$ cat src/rtl/esfa_pkg.sv
// Shared definitions for the ESFA command sequencer: opcodes, FSM states, data width.
package esfa_pkg;

   localparam int ESFA_DW  = 8;
   localparam int SETTLE_W = 4;

   localparam logic [1:0] ESFA_OP_WRITE_VALUE = 2'd0;
   localparam logic [1:0] ESFA_OP_WRITE_META  = 2'd1;
   localparam logic [1:0] ESFA_OP_LOOKUP      = 2'd2;
   localparam logic [1:0] ESFA_OP_RSVD        = 2'd3;

   typedef enum logic [2:0] {
      S_INIT   = 3'd0,
      S_IDLE   = 3'd1,
      S_WRITE  = 3'd2,
      S_SETTLE = 3'd3,
      S_RESP   = 3'd4
   } esfa_state_t;

endpackage

$ cat src/rtl/esfa_cmd_sequencer_if.sv
// Request/response handshake plus array-side bus of the ESFA command sequencer.
interface esfa_cmd_sequencer_if;
   import esfa_pkg::*;

   logic               req_valid;
   logic               req_ready;
   logic [1:0]         req_op;
   logic [ESFA_DW-1:0] req_index;
   logic [ESFA_DW-1:0] req_value;
   logic [ESFA_DW-1:0] req_metadata;
   logic [ESFA_DW-1:0] req_selector;

   logic               resp_valid;
   logic               resp_ready;
   logic               resp_hit;
   logic [ESFA_DW-1:0] resp_value;
   logic               resp_err;

   logic               esfa_will_write;
   logic [ESFA_DW-1:0] esfa_new_index;
   logic [ESFA_DW-1:0] esfa_new_value;
   logic [ESFA_DW-1:0] esfa_metadata;
   logic [ESFA_DW-1:0] esfa_selector;
   logic               esfa_is_metadata;
   logic               esfa_result_bool;
   logic [ESFA_DW-1:0] esfa_result_value;

   // slave: the sequencer; master: the requester that also models the array
   modport slave (
      input  req_valid, req_op, req_index, req_value, req_metadata, req_selector,
      input  resp_ready, esfa_result_bool, esfa_result_value,
      output req_ready, resp_valid, resp_hit, resp_value, resp_err,
      output esfa_will_write, esfa_new_index, esfa_new_value, esfa_metadata,
      output esfa_selector, esfa_is_metadata
   );

   modport master (
      output req_valid, req_op, req_index, req_value, req_metadata, req_selector,
      output resp_ready, esfa_result_bool, esfa_result_value,
      input  req_ready, resp_valid, resp_hit, resp_value, resp_err,
      input  esfa_will_write, esfa_new_index, esfa_new_value, esfa_metadata,
      input  esfa_selector, esfa_is_metadata
   );

endinterface

$ cat src/rtl/esfa_cmd_sequencer_sat_counter.sv
// Enabled up-counter that sticks at all-ones instead of wrapping.
module esfa_sat_counter #(
   parameter int W = 16
) (
   input  logic         clk,
   input  logic         reset,
   input  logic         i_en,
   output logic [W-1:0] o_count
);

   logic [W-1:0] r_count;

   always_ff @(posedge clk or posedge reset) begin
      if (reset) begin
         r_count <= '0;
      end else if (i_en && (r_count != '1)) begin
         r_count <= r_count + W'(1);
      end
   end

   assign o_count = r_count;

endmodule

$ cat src/rtl/esfa_cmd_sequencer.sv
// One-op-at-a-time front-end for the ESFA array; all outputs registered.
// Optional statistics counters are built when ESFA_SEQ_STATS_EN is defined.
module esfa_cmd_sequencer
   import esfa_pkg::*;
#(
   parameter int SETTLE_CYCLES = 1
`ifdef ESFA_SEQ_STATS_EN
   , parameter int STAT_W = 16
`endif
) (
   input  logic                 clk,
   input  logic                 reset,
   esfa_cmd_sequencer_if.slave  bus
`ifdef ESFA_SEQ_STATS_EN
   , output logic [STAT_W-1:0]  o_stat_writes,
   output logic [STAT_W-1:0]    o_stat_lookups,
   output logic [STAT_W-1:0]    o_stat_hits
`endif
);

   localparam logic [SETTLE_W-1:0] SETTLE_LOAD = SETTLE_W'(SETTLE_CYCLES - 1);

   esfa_state_t         r_state, w_state_next;
   logic [SETTLE_W-1:0] r_cnt, w_cnt_next;
   logic                r_req_ready, w_req_ready_next;
   logic                r_resp_valid, w_resp_valid_next;
   logic                r_resp_hit, w_resp_hit_next;
   logic [ESFA_DW-1:0]  r_resp_value, w_resp_value_next;
   logic                r_resp_err, w_resp_err_next;
   logic                r_will_write, w_will_write_next;
   logic [ESFA_DW-1:0]  r_new_index, w_new_index_next;
   logic [ESFA_DW-1:0]  r_new_value, w_new_value_next;
   logic [ESFA_DW-1:0]  r_metadata, w_metadata_next;
   logic [ESFA_DW-1:0]  r_selector, w_selector_next;
   logic                r_is_metadata, w_is_metadata_next;
   logic                w_sample;

   assign w_sample = (r_state == S_SETTLE) && (r_cnt == '0);

   always_ff @(posedge clk or posedge reset) begin
      if (reset) begin
         r_state       <= S_INIT;
         r_cnt         <= '0;
         r_req_ready   <= 1'b0;
         r_resp_valid  <= 1'b0;
         r_resp_hit    <= 1'b0;
         r_resp_value  <= '0;
         r_resp_err    <= 1'b0;
         r_will_write  <= 1'b0;
         r_new_index   <= '0;
         r_new_value   <= '0;
         r_metadata    <= '0;
         r_selector    <= '0;
         r_is_metadata <= 1'b0;
      end else begin
         r_state       <= w_state_next;
         r_cnt         <= w_cnt_next;
         r_req_ready   <= w_req_ready_next;
         r_resp_valid  <= w_resp_valid_next;
         r_resp_hit    <= w_resp_hit_next;
         r_resp_value  <= w_resp_value_next;
         r_resp_err    <= w_resp_err_next;
         r_will_write  <= w_will_write_next;
         r_new_index   <= w_new_index_next;
         r_new_value   <= w_new_value_next;
         r_metadata    <= w_metadata_next;
         r_selector    <= w_selector_next;
         r_is_metadata <= w_is_metadata_next;
      end
   end

   // Next values are computed for the registers so every output comes straight off a flop.
   always_comb begin
      w_state_next       = r_state;
      w_cnt_next         = r_cnt;
      w_req_ready_next   = r_req_ready;
      w_resp_valid_next  = r_resp_valid;
      w_resp_hit_next    = r_resp_hit;
      w_resp_value_next  = r_resp_value;
      w_resp_err_next    = r_resp_err;
      w_will_write_next  = 1'b0;
      w_new_index_next   = r_new_index;
      w_new_value_next   = r_new_value;
      w_metadata_next    = r_metadata;
      w_selector_next    = r_selector;
      w_is_metadata_next = r_is_metadata;

      case (r_state)
         S_INIT: begin
            // the array signals the end of its power-up by presenting an all-zero result
            if (!bus.esfa_result_bool && (bus.esfa_result_value == '0)) begin
               w_state_next     = S_IDLE;
               w_req_ready_next = 1'b1;
            end
         end
         S_IDLE: begin
            if (bus.req_valid && r_req_ready) begin
               w_req_ready_next   = 1'b0;
               w_new_index_next   = bus.req_index;
               w_new_value_next   = bus.req_value;
               w_metadata_next    = bus.req_metadata;
               w_selector_next    = bus.req_selector;
               w_is_metadata_next = (bus.req_op == ESFA_OP_WRITE_META);
               case (bus.req_op)
                  ESFA_OP_WRITE_VALUE, ESFA_OP_WRITE_META: begin
                     w_state_next      = S_WRITE;
                     w_will_write_next = 1'b1;
                  end
                  ESFA_OP_LOOKUP: begin
                     w_state_next = S_SETTLE;
                     w_cnt_next   = SETTLE_LOAD;
                  end
                  ESFA_OP_RSVD: begin
                     w_state_next      = S_RESP;
                     w_resp_valid_next = 1'b1;
                     w_resp_err_next   = 1'b1;
                     w_resp_hit_next   = 1'b0;
                     w_resp_value_next = '0;
                  end
               endcase
            end
         end
         S_WRITE: begin
            w_state_next     = S_IDLE;
            w_req_ready_next = 1'b1;
         end
         S_SETTLE: begin
            if (w_sample) begin
               w_state_next      = S_RESP;
               w_resp_valid_next = 1'b1;
               w_resp_hit_next   = bus.esfa_result_bool;
               w_resp_value_next = bus.esfa_result_value;
               w_resp_err_next   = 1'b0;
            end else begin
               w_cnt_next = r_cnt - SETTLE_W'(1);
            end
         end
         S_RESP: begin
            if (bus.resp_ready) begin
               w_state_next      = S_IDLE;
               w_resp_valid_next = 1'b0;
               w_req_ready_next  = 1'b1;
            end
         end
         default: begin
            w_state_next = S_INIT;
         end
      endcase
   end

   assign bus.req_ready        = r_req_ready;
   assign bus.resp_valid       = r_resp_valid;
   assign bus.resp_hit         = r_resp_hit;
   assign bus.resp_value       = r_resp_value;
   assign bus.resp_err         = r_resp_err;
   assign bus.esfa_will_write  = r_will_write;
   assign bus.esfa_new_index   = r_new_index;
   assign bus.esfa_new_value   = r_new_value;
   assign bus.esfa_metadata    = r_metadata;
   assign bus.esfa_selector    = r_selector;
   assign bus.esfa_is_metadata = r_is_metadata;

`ifdef ESFA_SEQ_STATS_EN
   logic [2:0]        w_stat_en;
   logic [STAT_W-1:0] w_stat_cnt [3];

   assign w_stat_en[0] = (r_state == S_WRITE);
   assign w_stat_en[1] = w_sample;
   assign w_stat_en[2] = w_sample && bus.esfa_result_bool;

   for (genvar gi = 0; gi < 3; gi++) begin : g_stat
      esfa_sat_counter #(.W(STAT_W)) u_cnt (
         .clk     (clk),
         .reset   (reset),
         .i_en    (w_stat_en[gi]),
         .o_count (w_stat_cnt[gi])
      );
   end

   assign o_stat_writes  = w_stat_cnt[0];
   assign o_stat_lookups = w_stat_cnt[1];
   assign o_stat_hits    = w_stat_cnt[2];
`endif

endmodule

$ cat src/flat_wrapper.sv
// flat-port wrapper written by rule: the top's interface ports become plain ports
module esfa_cmd_sequencer_flat import esfa_pkg::*;
#(
   parameter int SETTLE_CYCLES = 1

)
  (clk, reset, bus_req_valid, bus_req_op, bus_req_index, bus_req_value, bus_req_metadata, bus_req_selector, bus_resp_ready, bus_esfa_result_bool, bus_esfa_result_value, bus_req_ready, bus_resp_valid, bus_resp_hit, bus_resp_value, bus_resp_err, bus_esfa_will_write, bus_esfa_new_index, bus_esfa_new_value, bus_esfa_metadata, bus_esfa_selector, bus_esfa_is_metadata);
  esfa_cmd_sequencer_if bus_i ();
  input  logic clk;
  input  logic reset;
  input wire logic [$bits(bus_i.req_valid)-1:0] bus_req_valid;
  input wire logic [$bits(bus_i.req_op)-1:0] bus_req_op;
  input wire logic [$bits(bus_i.req_index)-1:0] bus_req_index;
  input wire logic [$bits(bus_i.req_value)-1:0] bus_req_value;
  input wire logic [$bits(bus_i.req_metadata)-1:0] bus_req_metadata;
  input wire logic [$bits(bus_i.req_selector)-1:0] bus_req_selector;
  input wire logic [$bits(bus_i.resp_ready)-1:0] bus_resp_ready;
  input wire logic [$bits(bus_i.esfa_result_bool)-1:0] bus_esfa_result_bool;
  input wire logic [$bits(bus_i.esfa_result_value)-1:0] bus_esfa_result_value;
  output wire logic [$bits(bus_i.req_ready)-1:0] bus_req_ready;
  output wire logic [$bits(bus_i.resp_valid)-1:0] bus_resp_valid;
  output wire logic [$bits(bus_i.resp_hit)-1:0] bus_resp_hit;
  output wire logic [$bits(bus_i.resp_value)-1:0] bus_resp_value;
  output wire logic [$bits(bus_i.resp_err)-1:0] bus_resp_err;
  output wire logic [$bits(bus_i.esfa_will_write)-1:0] bus_esfa_will_write;
  output wire logic [$bits(bus_i.esfa_new_index)-1:0] bus_esfa_new_index;
  output wire logic [$bits(bus_i.esfa_new_value)-1:0] bus_esfa_new_value;
  output wire logic [$bits(bus_i.esfa_metadata)-1:0] bus_esfa_metadata;
  output wire logic [$bits(bus_i.esfa_selector)-1:0] bus_esfa_selector;
  output wire logic [$bits(bus_i.esfa_is_metadata)-1:0] bus_esfa_is_metadata;
  assign bus_i.req_valid = bus_req_valid;
  assign bus_i.req_op = bus_req_op;
  assign bus_i.req_index = bus_req_index;
  assign bus_i.req_value = bus_req_value;
  assign bus_i.req_metadata = bus_req_metadata;
  assign bus_i.req_selector = bus_req_selector;
  assign bus_i.resp_ready = bus_resp_ready;
  assign bus_i.esfa_result_bool = bus_esfa_result_bool;
  assign bus_i.esfa_result_value = bus_esfa_result_value;
  assign bus_req_ready = bus_i.req_ready;
  assign bus_resp_valid = bus_i.resp_valid;
  assign bus_resp_hit = bus_i.resp_hit;
  assign bus_resp_value = bus_i.resp_value;
  assign bus_resp_err = bus_i.resp_err;
  assign bus_esfa_will_write = bus_i.esfa_will_write;
  assign bus_esfa_new_index = bus_i.esfa_new_index;
  assign bus_esfa_new_value = bus_i.esfa_new_value;
  assign bus_esfa_metadata = bus_i.esfa_metadata;
  assign bus_esfa_selector = bus_i.esfa_selector;
  assign bus_esfa_is_metadata = bus_i.esfa_is_metadata;
  esfa_cmd_sequencer #(.SETTLE_CYCLES(SETTLE_CYCLES)) u_core (.clk(clk), .reset(reset), .bus(bus_i));
endmodule
$ cat config.mk
export PLATFORM = sky130hd
export DESIGN_NAME = esfa_cmd_sequencer_flat
export DESIGN_NICKNAME = d
export VERILOG_FILES = /design/src/rtl/esfa_pkg.sv /design/src/rtl/esfa_cmd_sequencer_if.sv /design/src/rtl/esfa_cmd_sequencer_sat_counter.sv /design/src/rtl/esfa_cmd_sequencer.sv /design/src/flat_wrapper.sv
export SDC_FILE = /design/constraint.sdc
export NUM_CORES = 1
export LEC_CHECK = 0
export CAP_MARGIN = 20
export CORE_MARGIN = 8
export CORE_UTILIZATION = 45
export CTS_CLUSTER_SIZE = 16
export DETAILED_ROUTE_END_ITERATION = 16
export DONT_BUFFER_PORTS = 1
export GPL_ROUTABILITY_DRIVEN = 0
export HOLD_SLACK_MARGIN = 0.12
export REMOVE_ABC_BUFFERS = 1
export SLEW_MARGIN = 20
export SYNTH_ARGS = -nofsm -noshare
export SYNTH_HDL_FRONTEND = slang
export SYNTH_SLANG_ARGS = --single-unit
$ cat constraint.sdc
create_clock -name clk -period 4.7 [get_ports clk]
set_input_delay 0.705 -clock clk [delete_from_list [all_inputs] [get_ports clk]]
set_output_delay 0.705 -clock clk [all_outputs]
set_load 0.03 [all_outputs]
# Word-level counts from Yosys, hierarchy flattened
# Cells that the tools add are included.
# word_totals
regBits,53
# classes
add_sub_neg,1
n_eq_ne,14
mux,32
reduce_logical,18
# ops
cell,count
8-bit two-way mux,3
8-bit case mux with 2 select lines,1
4-bit AND reduction,4
3-bit case mux with 5 select lines,1
1-bit two-way mux,14
3-bit two-way mux,4
4-bit two-way mux,3
2-bit by 1-bit inequality test with 1-bit output (second input constant),5
3-bit case mux with 3 select lines,1
8-bit zero test,1
4-bit case mux with 2 select lines,1
3-bit by 2-bit equality test with 1-bit output (second input constant),2
5-bit AND reduction,1
2-bit equality test (second input constant),2
4-bit zero test,1
2-bit inequality test (second input constant),2
1-bit case mux with 2 select lines,2
1-bit case mux with 4 select lines,1
4-bit nonzero test,1
4-bit by 1-bit subtractor with 4-bit output (second input constant),1
3-bit by 1-bit equality test with 1-bit output (second input constant),1
3-bit equality test (second input constant),1
1-bit logical AND,3
3-bit zero test,1
8 further kinds,8

# Longest topological paths before layout
# depth
word_depth,5
depth_mapped,8

# Worst setup path before layout
# No wires, ideal clock.
# synth_timing
kind,reg-to-reg
from,reg u_core.r_cnt[0]
to,reg u_core.r_resp_value[0] (netlist: u_core.bus.resp_value[0])
arrival_time_ns,1.570
path_slack_ns,3.009
path_stages_with_launch,9
cell_sequence,dfrtp_1 inv_1 ha_1 or3b_1 buf_6 nand2_4 nand3_4 buf_6 a22o_1
# synth_between
elab_chain_len,4
# synth_rtl
element,line_no,rtl
start: declaration,esfa_cmd_sequencer.sv:24,"logic [SETTLE_W-1:0] r_cnt, w_cnt_next;"
start signal: assignment,esfa_cmd_sequencer.sv:57,r_cnt <= w_cnt_next;
4-bit zero test,esfa_cmd_sequencer.sv:38,assign w_sample = (r_state == S_SETTLE) && (r_cnt == '0);
1-bit logical AND,esfa_cmd_sequencer.sv:38,
2-bit by 1-bit inequality test with 1-bit output (no line),n/a,
4-bit AND reduction (no line),n/a,
end signal: assignment,esfa_cmd_sequencer.sv:61,r_resp_value <= w_resp_value_next;
end: declaration,esfa_cmd_sequencer.sv:28,"logic [ESFA_DW-1:0] r_resp_value, w_resp_value_next;"
# No other way between the ends.
# A chain may end at the register's enable or synchronous reset.

# Worst setup path in the final report
# layout_timing
from,reg u_core.r_req_ready (netlist: u_core.bus.req_ready)
to,reg u_core.r_metadata[5] (netlist: u_core.bus.esfa_metadata[5])
# layout_between
elab_chain_len,2
# layout_rtl
element,line_no,rtl
start: declaration,esfa_cmd_sequencer.sv:25,"logic r_req_ready, w_req_ready_next;"
start signal: assignment,esfa_cmd_sequencer.sv:58,r_req_ready <= w_req_ready_next;
1-bit logical AND,esfa_cmd_sequencer.sv:97,if (bus.req_valid && r_req_ready) begin
2-bit AND reduction (no line),n/a,
end signal: assignment,esfa_cmd_sequencer.sv:66,r_metadata <= w_metadata_next;
end: declaration,esfa_cmd_sequencer.sv:33,"logic [ESFA_DW-1:0] r_metadata, w_metadata_next;"
# No other way between the ends.

==> metrics <==
outcome completed; Hold WS between 0.4 and 0.5 ns; ys async rst share 100.0%; CTS max path bufs 2; WP data required between 4 and 5 ns; worst skew pair latency roughly 0.30 ns; WL final between 4000 and 5000 um; Max IR drop VDD between 0.0002 and 0.0003 V; Worst slew margin about two fifths; final instance area roughly 0.0024 sq mm; die area roughly 0.0075 sq mm; r2r setup slk 2.84 ns; CTS resizes 0; Post CTS Setup Buffer Count 0; FF-to-FF End u_core.bus.esfa_metadata[5]$_DFFE_PP0P_; Synth cell types 35; cell area after synthesis roughly 0.0022 sq mm; first-pass GRT wire length 7155 um; DRC errors left 0; RSZ-0062 raised after global routing no; die width 86.59 um; Layout Nets 211; core box area around 0.0048 sq mm; hold buffers post-CTS 0; Max Cap Violations 0; share of layout cells above drive strength 1 30.06%; area leader, netlist dfrtp_1; starting DRC count in detailed routing 49; Seq cells post-synth 53; via count between 1000 and 1500; number of global-route vias before repair between 1000 and 1500; final worst slack 2.843 ns; Worst Tran Pin Value approximately 0.87 ns; FF-to-FF path depth 2; wire length per cell 19.43 um; Post-synth top flop dfrtp_1; htree depth 2; CP Class reg -> reg; First-pass DRT Iterations 4; Post-Place Worst Slack around 2.8 ns; Layout area overhead 6.083%; Final ANT Viol Nets 0; PwrDens 852.8 mW/mm^2; vias per inst around 5.4; Tot GR Track Use around 12%; CTS Sinks 53; Peak Freq 538.5 MHz; RR Startpoint u_core.bus.req_ready$_DFFE_PP0P_; initial core utilization between 40% and 50%; max-slew violations 0; Worst Hold Class in -> async; final hold violations 0; antenna violations before repair 0; num rows 25; Avg Cell Area, Syn between 10 and 15 sq um; largest net degree at the start of global routing 54; GRT overflow 0; sequential area share after synthesis just under 60%; I/O pin cnt 93; Arrival @ worst endpoint ~2.0 ns; Yosys warning total 0; die height 86.59 um; worst clock skew between 0.007 and 0.008 ns; Area after DPL around 0.0023 sq mm; Post-synth EDFFs 0; startpoint types flip-flop; Lkg Pwr ~0.0011 uW; TritonCTS clock tree yes; Syn Inst Count between 150 and 200; Filler cells approximately 440; top cells by area, synth dfrtp_1, mux2_2, a22o_1, nand3_1, clkbuf_8; clock-pin slew of the registers on the worst-case setup and hold paths 0.09 ns; Inserted Clock Buffers 5; placed wire-length estimate 3475 um; Tcrit/Tclk final between 30% and 40%; setup TNS 0 ns; Root Buffer clkbuf_8; number of buffers added on ports 0; crit-path max FO 36; Final setup viols 0; Inserted Diodes 0; top-area cell type share of the netlist area between 50% and 60%; min Tclk post-route roughly 1.9 ns; CP Capture Type flip-flop
## per-stage QoR
step           util [%]  std cells  power, uW
6_report          50.03        230       2028
5_1_grt           50.03        230       2155
4_1_cts           50.00        230       2060
3_5_place_dp      47.55        222       1750
3_3_place_gp      47.55        222       1714
2_1_floorplan         -        155       1611
## cell type report
cell class	count	area, sq um	area share (%)
Multi-Input combinational cell	95	824.5	34.67
Clock inverter	1	30.03	1.262
Clock buffer	7	86.33	3.630
Tap cell	67	83.83	3.524
Sequential cell	53	1326	55.76
Inverter	7	27.53	1.157
## critical path, stage by stage (launching register included)
cell and delay, ns:
dfrtp_1 0.63, nand4_4 0.58, mux2_1 0.51
## cell usage after synthesis (all sizes together) (2+ instances only)
| library cell | instances |
|---|---|
| nand2b | 2 |
| nor3 | 4 |
| ha | 2 |
| nor4 | 2 |
| a21o | 2 |
| xor2 | 2 |
| dfrtp | 53 |
| mux2 | 33 |
| clkbuf | 2 |
| nand2 | 6 |
| o21ai | 4 |
| nand3 | 7 |
| nor2 | 8 |
| a22o | 10 |
| inv | 7 |
| a21oi | 3 |
| buf | 5 |
## logic make-up after synthesis
family,Yosys count,synth area share (%)
buffers and inverters,14,4.074
xor gates and xnor gates,2,0.7814
DFF,53,59.15
muxes,33,16.57
AOI/OAI and AO/OA,24,8.594
adders and majority gates,2,1.116
and+or+nand+nor,34,9.710
## worst max-delay path by stage
stage | slack (ns) | from | cells after the start | endpoint
after floorplan | 2.71 | reset | 1 | u_core.bus.esfa_is_metadata$_DFFE_PP0P_
after global placement | 2.87 | bus_req_valid | 2 | u_core.bus.esfa_metadata[5]$_DFFE_PP0P_
after detailed placement | 2.82 | u_core.bus.req_ready$_DFFE_PP0P_ | 2 | u_core.bus.esfa_metadata[5]$_DFFE_PP0P_
after CTS | 2.79 | u_core.bus.req_ready$_DFFE_PP0P_ | 2 | u_core.bus.esfa_metadata[5]$_DFFE_PP0P_
after global routing | 2.70 | u_core.bus.req_ready$_DFFE_PP0P_ | 2 | u_core.bus.esfa_metadata[5]$_DFFE_PP0P_
final | 2.84 | u_core.bus.req_ready$_DFFE_PP0P_ | 2 | u_core.bus.esfa_metadata[5]$_DFFE_PP0P_
## power breakdown
| part | leakage, uW | internal [uW] | total, uW | switching [uW] |
|---|---|---|---|---|
| Combinational | 0.000348 | 261 | 466 | 204 |
| Sequential | 0.000651 | 673 | 1260 | 583 |
| Clock | 0.0000585 | 174 | 307 | 133 |
| Total | 0.00106 | 1110 | 2030 | 921 |
## cells in the final DEF, fill, tap and decap left out, types with 2 or more instances in the layout
cell	Yosys	routed
dfrtp_1	53	53
mux2_2	31	31
a22o_1	8	8
inv_1	7	6
nand3_1	6	6
nor2_1	6	6
clkbuf_8	2	6
nand2_1	5	5
nor3_1	4	4
o21ai_0	3	3
a21oi_1	3	3
mux2_1	2	2
nor4_1	2	2
nand2b_1	2	2
a21o_1	2	2
xor2_1	2	2
a22o_2	2	2
ha_1	2	2
## registers in the layout (all words and copies together), names as in the netlist, 3 cells and up
name	count
u_core.bus.resp_value	8
u_core.r_cnt	4
u_core.bus.esfa_selector	8
u_core.bus.esfa_new_value	8
u_core.bus.esfa_new_index	8
u_core.bus.esfa_metadata	8
u_core.r_state	3
## routing by layer
metal	GRT usage (%)	vias to the layer above	share of wire, %	wire length, um
met5	0	-	0	0
met4	3.443	0	0.43	19
met3	6.994	2	13	592
met2	20.76	64	51	2293
met1	12.45	606	35	1565
li1	-	571	-	-
Note: power is estimated with default switching activity, not from simulation.
